===== config.mk =====
export PLATFORM = sky130hd
export DESIGN_NAME = audio_burst_reader_flat
export DESIGN_NICKNAME = d
export VERILOG_FILES = /design/src/rtl/audio_burst_reader_if.sv /design/src/rtl/audio_burst_reader.sv /design/src/flat_wrapper.sv
export SDC_FILE = /design/constraint.sdc
export NUM_CORES = 1
export LEC_CHECK = 0
export CAP_MARGIN = 10
export CORE_MARGIN = 4
export CORE_UTILIZATION = 49
export CTS_CLUSTER_DIAMETER = 40
export CTS_CLUSTER_SIZE = 40
export DETAILED_ROUTE_END_ITERATION = 10
export GPL_ROUTABILITY_DRIVEN = 0
export PLACE_DENSITY = 0.79
export SLEW_MARGIN = 20
export SYNTH_ARGS = -nofsm -noshare
export SYNTH_HDL_FRONTEND = slang
export SYNTH_SLANG_ARGS = --single-unit

===== constraint.sdc =====
create_clock -name rclock -period 2.3 [get_ports rclock]
set_input_delay 0.345 -clock rclock [delete_from_list [all_inputs] [get_ports rclock]]
set_output_delay 0.345 -clock rclock [all_outputs]
set_load 0.02 [all_outputs]

===== src/rtl/audio_burst_reader_if.sv =====
// FIFO read side and sample output bundle for audio_burst_reader.
// master = the reader, slave = the FIFO/packetiser environment.
interface audio_burst_reader_if #(
    parameter int DATA_W = 32
);
    logic [DATA_W-1:0] data;
    logic              rdempty;
    logic              rdreq;
    logic [DATA_W-1:0] out_data;
    logic              out_valid;
    logic [2:0]        out_ch;
    logic              frame_start;
    logic [15:0]       underrun_cnt;

    modport master (
        input  data, rdempty,
        output rdreq, out_data, out_valid, out_ch, frame_start, underrun_cnt
    );

    modport slave (
        output data, rdempty,
        input  rdreq, out_data, out_valid, out_ch, frame_start, underrun_cnt
    );
endinterface


===== src/rtl/audio_burst_reader.sv =====
// Per-line bounded burst reader from the audio sample FIFO, with channel tagging and underrun count.
// Optional macro AUDIO_TEST_TONE_EN adds a test_tone input that replaces FIFO data with a square wave.
module audio_burst_reader #(
    parameter int DATA_W      = 32,
    parameter int H_TOTAL     = 858,
    parameter int V_TOTAL     = 525,
    parameter int BURST_START = 0,
    parameter int BURST_LEN   = 4,
    parameter int CHANNELS    = 2
) (
    input  logic rclock,
    input  logic reset_n,
    audio_burst_reader_if.master bus
`ifdef AUDIO_TEST_TONE_EN
    ,
    input  logic test_tone
`endif
);

    localparam int HW = (H_TOTAL > 1) ? $clog2(H_TOTAL) : 1;
    localparam int VW = (V_TOTAL > 1) ? $clog2(V_TOTAL) : 1;
    localparam logic [HW-1:0] H_LAST   = HW'(H_TOTAL - 1);
    localparam logic [HW-1:0] H_OPEN   = HW'(BURST_START);
    localparam logic [VW-1:0] V_LAST   = VW'(V_TOTAL - 1);
    localparam logic [3:0]    LEN      = 4'(BURST_LEN);
    localparam logic [3:0]    LEN_LAST = 4'(BURST_LEN - 1);
    localparam logic [2:0]    CH_LAST  = 3'(CHANNELS - 1);

    typedef enum logic [1:0] {IDLE, READ, DRAIN} state_t;

    state_t            state, state_next;
    logic [HW-1:0]     h_cnt;
    logic [VW-1:0]     v_cnt;
    logic [3:0]        issued, issued_next;
    logic              short_flag, short_next;
    logic              take;
    logic              rdreq_c;
    logic              take_d1;
    logic [2:0]        ch_cnt;
    logic              tone_active;
    logic [DATA_W-1:0] sample_word;

    always_ff @(posedge rclock or negedge reset_n) begin
        if (!reset_n) begin
            h_cnt           <= '0;
            v_cnt           <= '0;
            bus.frame_start <= 1'b0;
        end else begin
            if (h_cnt == H_LAST) begin
                h_cnt <= '0;
                v_cnt <= (v_cnt == V_LAST) ? '0 : v_cnt + 1'b1;
            end else begin
                h_cnt <= h_cnt + 1'b1;
            end
            // Registered so the pulse coincides with h_cnt=0, v_cnt=0.
            bus.frame_start <= (h_cnt == H_LAST) && (v_cnt == V_LAST);
        end
    end

    always_ff @(posedge rclock or negedge reset_n) begin
        if (!reset_n) begin
            state            <= IDLE;
            issued           <= '0;
            short_flag       <= 1'b0;
            bus.underrun_cnt <= '0;
        end else begin
            state      <= state_next;
            issued     <= issued_next;
            short_flag <= short_next;
            if (state == DRAIN && short_flag && bus.underrun_cnt != 16'hFFFF)
                bus.underrun_cnt <= bus.underrun_cnt + 16'd1;
        end
    end

    // In tone mode every READ cycle produces a sample without touching the FIFO.
    always_comb begin
        state_next  = state;
        issued_next = issued;
        short_next  = short_flag;
        take        = 1'b0;
        rdreq_c     = 1'b0;
        case (state)
            IDLE: begin
                if (h_cnt == H_OPEN) begin
                    state_next  = READ;
                    issued_next = '0;
                    short_next  = 1'b0;
                end
            end
            READ: begin
                if (issued < LEN) begin
                    if (tone_active) begin
                        take = 1'b1;
                    end else if (!bus.rdempty) begin
                        rdreq_c = 1'b1;
                        take    = 1'b1;
                    end
                end
                if (take) begin
                    issued_next = issued + 4'd1;
                    if (issued == LEN_LAST)
                        state_next = DRAIN;
                end else begin
                    state_next = DRAIN;
                    short_next = (issued < LEN);
                end
            end
            DRAIN: begin
                state_next = IDLE;
            end
            default: begin
                state_next = IDLE;
            end
        endcase
    end

    assign bus.rdreq = rdreq_c;

    // The FIFO word appears one cycle after rdreq, so capture on the delayed take.
    always_ff @(posedge rclock or negedge reset_n) begin
        if (!reset_n) begin
            take_d1       <= 1'b0;
            bus.out_valid <= 1'b0;
            bus.out_data  <= '0;
            bus.out_ch    <= '0;
            ch_cnt        <= '0;
        end else begin
            take_d1       <= take;
            bus.out_valid <= take_d1;
            if (take_d1) begin
                bus.out_data <= sample_word;
                bus.out_ch   <= ch_cnt;
                ch_cnt       <= (ch_cnt == CH_LAST) ? 3'd0 : ch_cnt + 3'd1;
            end
        end
    end

`ifdef AUDIO_TEST_TONE_EN
    localparam logic [DATA_W-1:0] TONE_POS = DATA_W'(16384);
    localparam logic [DATA_W-1:0] TONE_NEG = -TONE_POS;

    logic       tone_d1;
    logic [5:0] tone_cnt;
    logic       tone_neg;

    // Mode is sampled at the window opening so a mid-line switch waits for the next line.
    always_ff @(posedge rclock or negedge reset_n) begin
        if (!reset_n) begin
            tone_active <= 1'b0;
            tone_d1     <= 1'b0;
            tone_cnt    <= '0;
            tone_neg    <= 1'b0;
        end else begin
            if (state == IDLE && h_cnt == H_OPEN)
                tone_active <= test_tone;
            tone_d1 <= take && tone_active;
            if (take_d1 && tone_d1) begin
                if (tone_cnt == 6'd47) begin
                    tone_cnt <= '0;
                    tone_neg <= !tone_neg;
                end else begin
                    tone_cnt <= tone_cnt + 6'd1;
                end
            end
        end
    end

    assign sample_word = tone_d1 ? (tone_neg ? TONE_NEG : TONE_POS) : bus.data;
`else
    assign tone_active = 1'b0;
    assign sample_word = bus.data;
`endif

endmodule

===== src/flat_wrapper.sv =====
// flat-port wrapper written by rule: the top's interface ports become plain ports
module audio_burst_reader_flat 
#(
    parameter int DATA_W      = 32,
    parameter int H_TOTAL     = 858,
    parameter int V_TOTAL     = 525,
    parameter int BURST_START = 0,
    parameter int BURST_LEN   = 4,
    parameter int CHANNELS    = 2
)
  (rclock, reset_n, bus_data, bus_rdempty, bus_rdreq, bus_out_data, bus_out_valid, bus_out_ch, bus_frame_start, bus_underrun_cnt);
  audio_burst_reader_if #(.DATA_W(DATA_W)) bus_i ();
  input  logic rclock;
  input  logic reset_n;
  input wire logic [$bits(bus_i.data)-1:0] bus_data;
  input wire logic [$bits(bus_i.rdempty)-1:0] bus_rdempty;
  output wire logic [$bits(bus_i.rdreq)-1:0] bus_rdreq;
  output wire logic [$bits(bus_i.out_data)-1:0] bus_out_data;
  output wire logic [$bits(bus_i.out_valid)-1:0] bus_out_valid;
  output wire logic [$bits(bus_i.out_ch)-1:0] bus_out_ch;
  output wire logic [$bits(bus_i.frame_start)-1:0] bus_frame_start;
  output wire logic [$bits(bus_i.underrun_cnt)-1:0] bus_underrun_cnt;
  assign bus_i.data = bus_data;
  assign bus_i.rdempty = bus_rdempty;
  assign bus_rdreq = bus_i.rdreq;
  assign bus_out_data = bus_i.out_data;
  assign bus_out_valid = bus_i.out_valid;
  assign bus_out_ch = bus_i.out_ch;
  assign bus_frame_start = bus_i.frame_start;
  assign bus_underrun_cnt = bus_i.underrun_cnt;
  audio_burst_reader #(.DATA_W(DATA_W), .H_TOTAL(H_TOTAL), .V_TOTAL(V_TOTAL), .BURST_START(BURST_START), .BURST_LEN(BURST_LEN), .CHANNELS(CHANNELS)) u_core (.rclock(rclock), .reset_n(reset_n), .bus(bus_i));
endmodule

==> summary.txt <==
CTS
  • CTS sink count: 84
  • Root Buffer: clkbuf_8
  • CTS tree: yes
  • TritonCTS buffer count: 9
  • Clk_lat worst skew: approximately 0.35 ns
  • CTS HTree Levels: 3
  • Max Buffers Root-to-Sink: 2
  • Post-CTS Setup Repair Bufs: 0
  • Clock slew at reported path FFs: 0.08 ns

Synthesis
  • Avg Inst Size Synth: ~12 sq um
  • Ys async rst share: 100%
  • Synth Instances: 294
  • Syn Std Cell Area: approximately 0.0036 sq mm
  • Yosys cell types: 39
  • Syn nets: ~340
  • Count leader, synth: dfrtp_1
  • Most instantiated cells after synthesis: dfrtp_1, mux2_2, xor2_1, nand2_1, nand3_1
  • Cell taking the most area after synthesis: dfrtp_1
  • Yosys top cell area share: about 58%
  • Top cells by area, synth: dfrtp_1, mux2_2, xor2_1
  • Post-synth EDFFs: 0
  • Sequential element share of the synthesized area: between 50% and 60%
  • Main synth FF type: dfrtp_1
  • YS warnings: 0
  • Flops & latches, synth: between 80 and 90

Floorplanning
  • Initial core utilization: roughly half
  • Num ports: just under 90
  • Die Span Y: between 90 and 100 um
  • Site row count: 31
  • Die ar.: slightly below 0.009 sq mm
  • Die extent in x: approximately 94 um
  • Core area: ~0.007 sq mm

Timing
  • Max-slew violation count: 0
  • Slew @ Worst Pin: 0.614 ns
  • Fin crit share: 93.9%
  • Fmax: around 0.46 GHz
  • Relative slew margins: between 50% and 60%
  • Worst hold slack: around 0.49 ns
  • Min Tclk post-route: 2.16 ns
  • Final setup fails: 0
  • RSZ-0062 raised after global routing: no
  • Final worst slack: 0.140 ns
  • Final Skew: approximately 0.0094 ns
  • Setup_tns: 0 ns
  • Fin. Hold Viols: 0

Critical path
  • Worst Path Required: 1.96 ns
  • Critical path type: reg2out
  • CP endpoint: bus_rdreq
  • Crit path max fanout: 3
  • Worst-case reg-to-reg path depth: 5
  • CP arrival: ~1.8 ns
  • Crit. End Element: output pin
  • Startpoint type of the worst setup path: register
  • Critical Path Source: u_core.issued[2]$_DFFE_PN0P_
  • Reg-to-reg slack, setup: about 0.44 ns
  • Reg2reg start: u_core.bus.underrun_cnt[0]$_DFFE_PN0P_
  • Reg-to-Reg End: u_core.bus.underrun_cnt[12]$_DFFE_PN0P_

Placement
  • DP Worst Slack: 0.0699 ns
  • Port Buffers: 88
  • DP Cell Count: a little under 500
  • Post-detail-place hpwl: approximately 5300 um

Layout
  • Area grow syn2layout: 33.4%
  • Layout cells sized above 1: 16.2%
  • N_diodes: 0
  • Final Non-Filler Cells: 495
  • Fill count: 568
  • # nets final: between 400 and 500
  • Final Util: 67.0%

Routing
  • Via density: about 5.2
  • Final WL: approximately 7400 um
  • Final ANT Viol Nets: 0
  • Initial DRC Count: ~120
  • Post-DR wirelength/cell: about 15 um
  • DRC viols: 0
  • Routed via count: approximately 2600
  • 1st-pass router iterations: 4

Global route
  • Vias in the first global route: between 2000 and 3000
  • Total grt overflow: 0
  • Initial antenna violation count: 0
  • GR Util All Layers: 18.2%
  • Largest net degree at the start of global routing: 48
  • First-pass GRT wire length: around 13000 um

Hold path
  • Worst hold path class: reg2reg

Pwr
  • Cell Pwr Density: around 600 mW/mm^2
  • Max VDD drop: 0.384 mV
  • Leakage: 2.14 nW

Run
  • Max Cap Violations: 0

Status
  • Status: finished, final reports clean
==> registers in the layout (all words and copies together), names as in the netlist <==
register / flops
u_core.bus.frame_start: 1
u_core.bus.out_ch: 3
u_core.bus.out_data: 32
u_core.bus.out_valid: 1
u_core.bus.underrun_cnt: 16
u_core.ch_cnt: 3
u_core.h_cnt: 10
u_core.issued: 4
u_core.short_flag: 1
u_core.state: 2
u_core.take_d1: 1
u_core.v_cnt: 10
==> kinds of logic after synthesis <==
family / synth area share, %
AOI/OAI and AO/OA: 3.59
adders and majority gates: 2.42
buffers and inverters: 1.59
muxes: 11.5
xor gates and xnor gates: 6.52
and+or+nand+nor: 16.5
DFF: 58.0
==> where the power goes <==
part	internal, mW	switching [mW]	total [mW]
Combinational	0.225	0.181	0.406
Clock	0.487	0.480	0.967
Sequential	1.56	0.0465	1.60
==> cell type report <==
| class | instances | area [sq um] | area share [%] |
|---|---|---|---|
| repair buffers | 95 | 941 | 19.5 |
| clock inverters | 2 | 38.8 | 0.802 |
| well taps | 99 | 124 | 2.56 |
| inverters | 9 | 33.8 | 0.698 |
| flip-flops and latches | 84 | 2100 | 43.5 |
| multi-input cells | 195 | 1470 | 30.3 |
| clock buffers | 11 | 131 | 2.72 |
==> how the worst min path moves through the flow <==
stage                                 start                                   to  slack, ns  cells past startpoint
2_1_floorplan                       reset_n     u_core.bus.frame_start$_DFF_PN0_       0.05                      0
3_3_place_gp                        reset_n  u_core.bus.out_data[11]$_DFFE_PN0P_       0.34                      1
3_5_place_dp                        reset_n  u_core.bus.out_data[15]$_DFFE_PN0P_       0.34                      1
4_1_cts        u_core.issued[3]$_DFFE_PN0P_         u_core.issued[3]$_DFFE_PN0P_       0.49                      1
5_1_grt        u_core.issued[3]$_DFFE_PN0P_         u_core.issued[3]$_DFFE_PN0P_       0.51                      1
6_report       u_core.issued[3]$_DFFE_PN0P_         u_core.issued[3]$_DFFE_PN0P_       0.49                      1
==> layout by cell type (no fill, tap or decap), types with 2 or more instances in the layout <==
master and instances:
nand2_1 20, a31oi_1 2, buf_4 6, ha_1 7
clkbuf_1 2, nor3_1 10, and3_1 4, clkdlybuf4s50_1 86
o21ai_0 14, xnor2_1 6, nor4b_1 2, a21oi_1 4
xor2_1 21, mux2_2 36, and2_1 4, nand4_1 11
and4_1 3, nand3_1 16, nor3_2 2, or3_1 3
inv_1 9, nor2_1 14, dfrtp_1 84, clkbuf_8 9
==> worst max-delay path, stage by stage (launching register included) <==
cell and delay (ns):
dfrtp_1 0.38, or3b_2 0.49, or3_4 0.35, inv_1 0.08, buf_2 0.16
==> timing repair <==
action                                  CTS  global route
endpoints found under the setup margin    1             1
hold endpoints to repair                 37             0
resized for setup                         3             1
hold buffers                              1             0
gates cloned                              0             0
==> metal layers <==
layer | vias up | part of all wire (%) | global-route usage, %
met5 | - | 0 | 0
met4 | 0 | 1.5 | 7.94
met3 | 11 | 6.8 | 3.21
met2 | 73 | 48 | 29.3
met1 | 1245 | 43 | 24.3
li1 | 1240 | - | -
==> metrics by stage <==
| step | total power [mW] | instance area, sq um |
|---|---|---|
| 4_1_cts | 3.01 | 4840 |
| 6_report | 2.97 | 4840 |
| 3_5_place_dp | 2.04 | 4660 |
| 5_1_grt | 3.10 | 4840 |
| 3_3_place_gp | 2.03 | 4660 |
| 2_1_floorplan | 1.79 | 3630 |
Note: power is estimated with default switching activity, not from simulation.
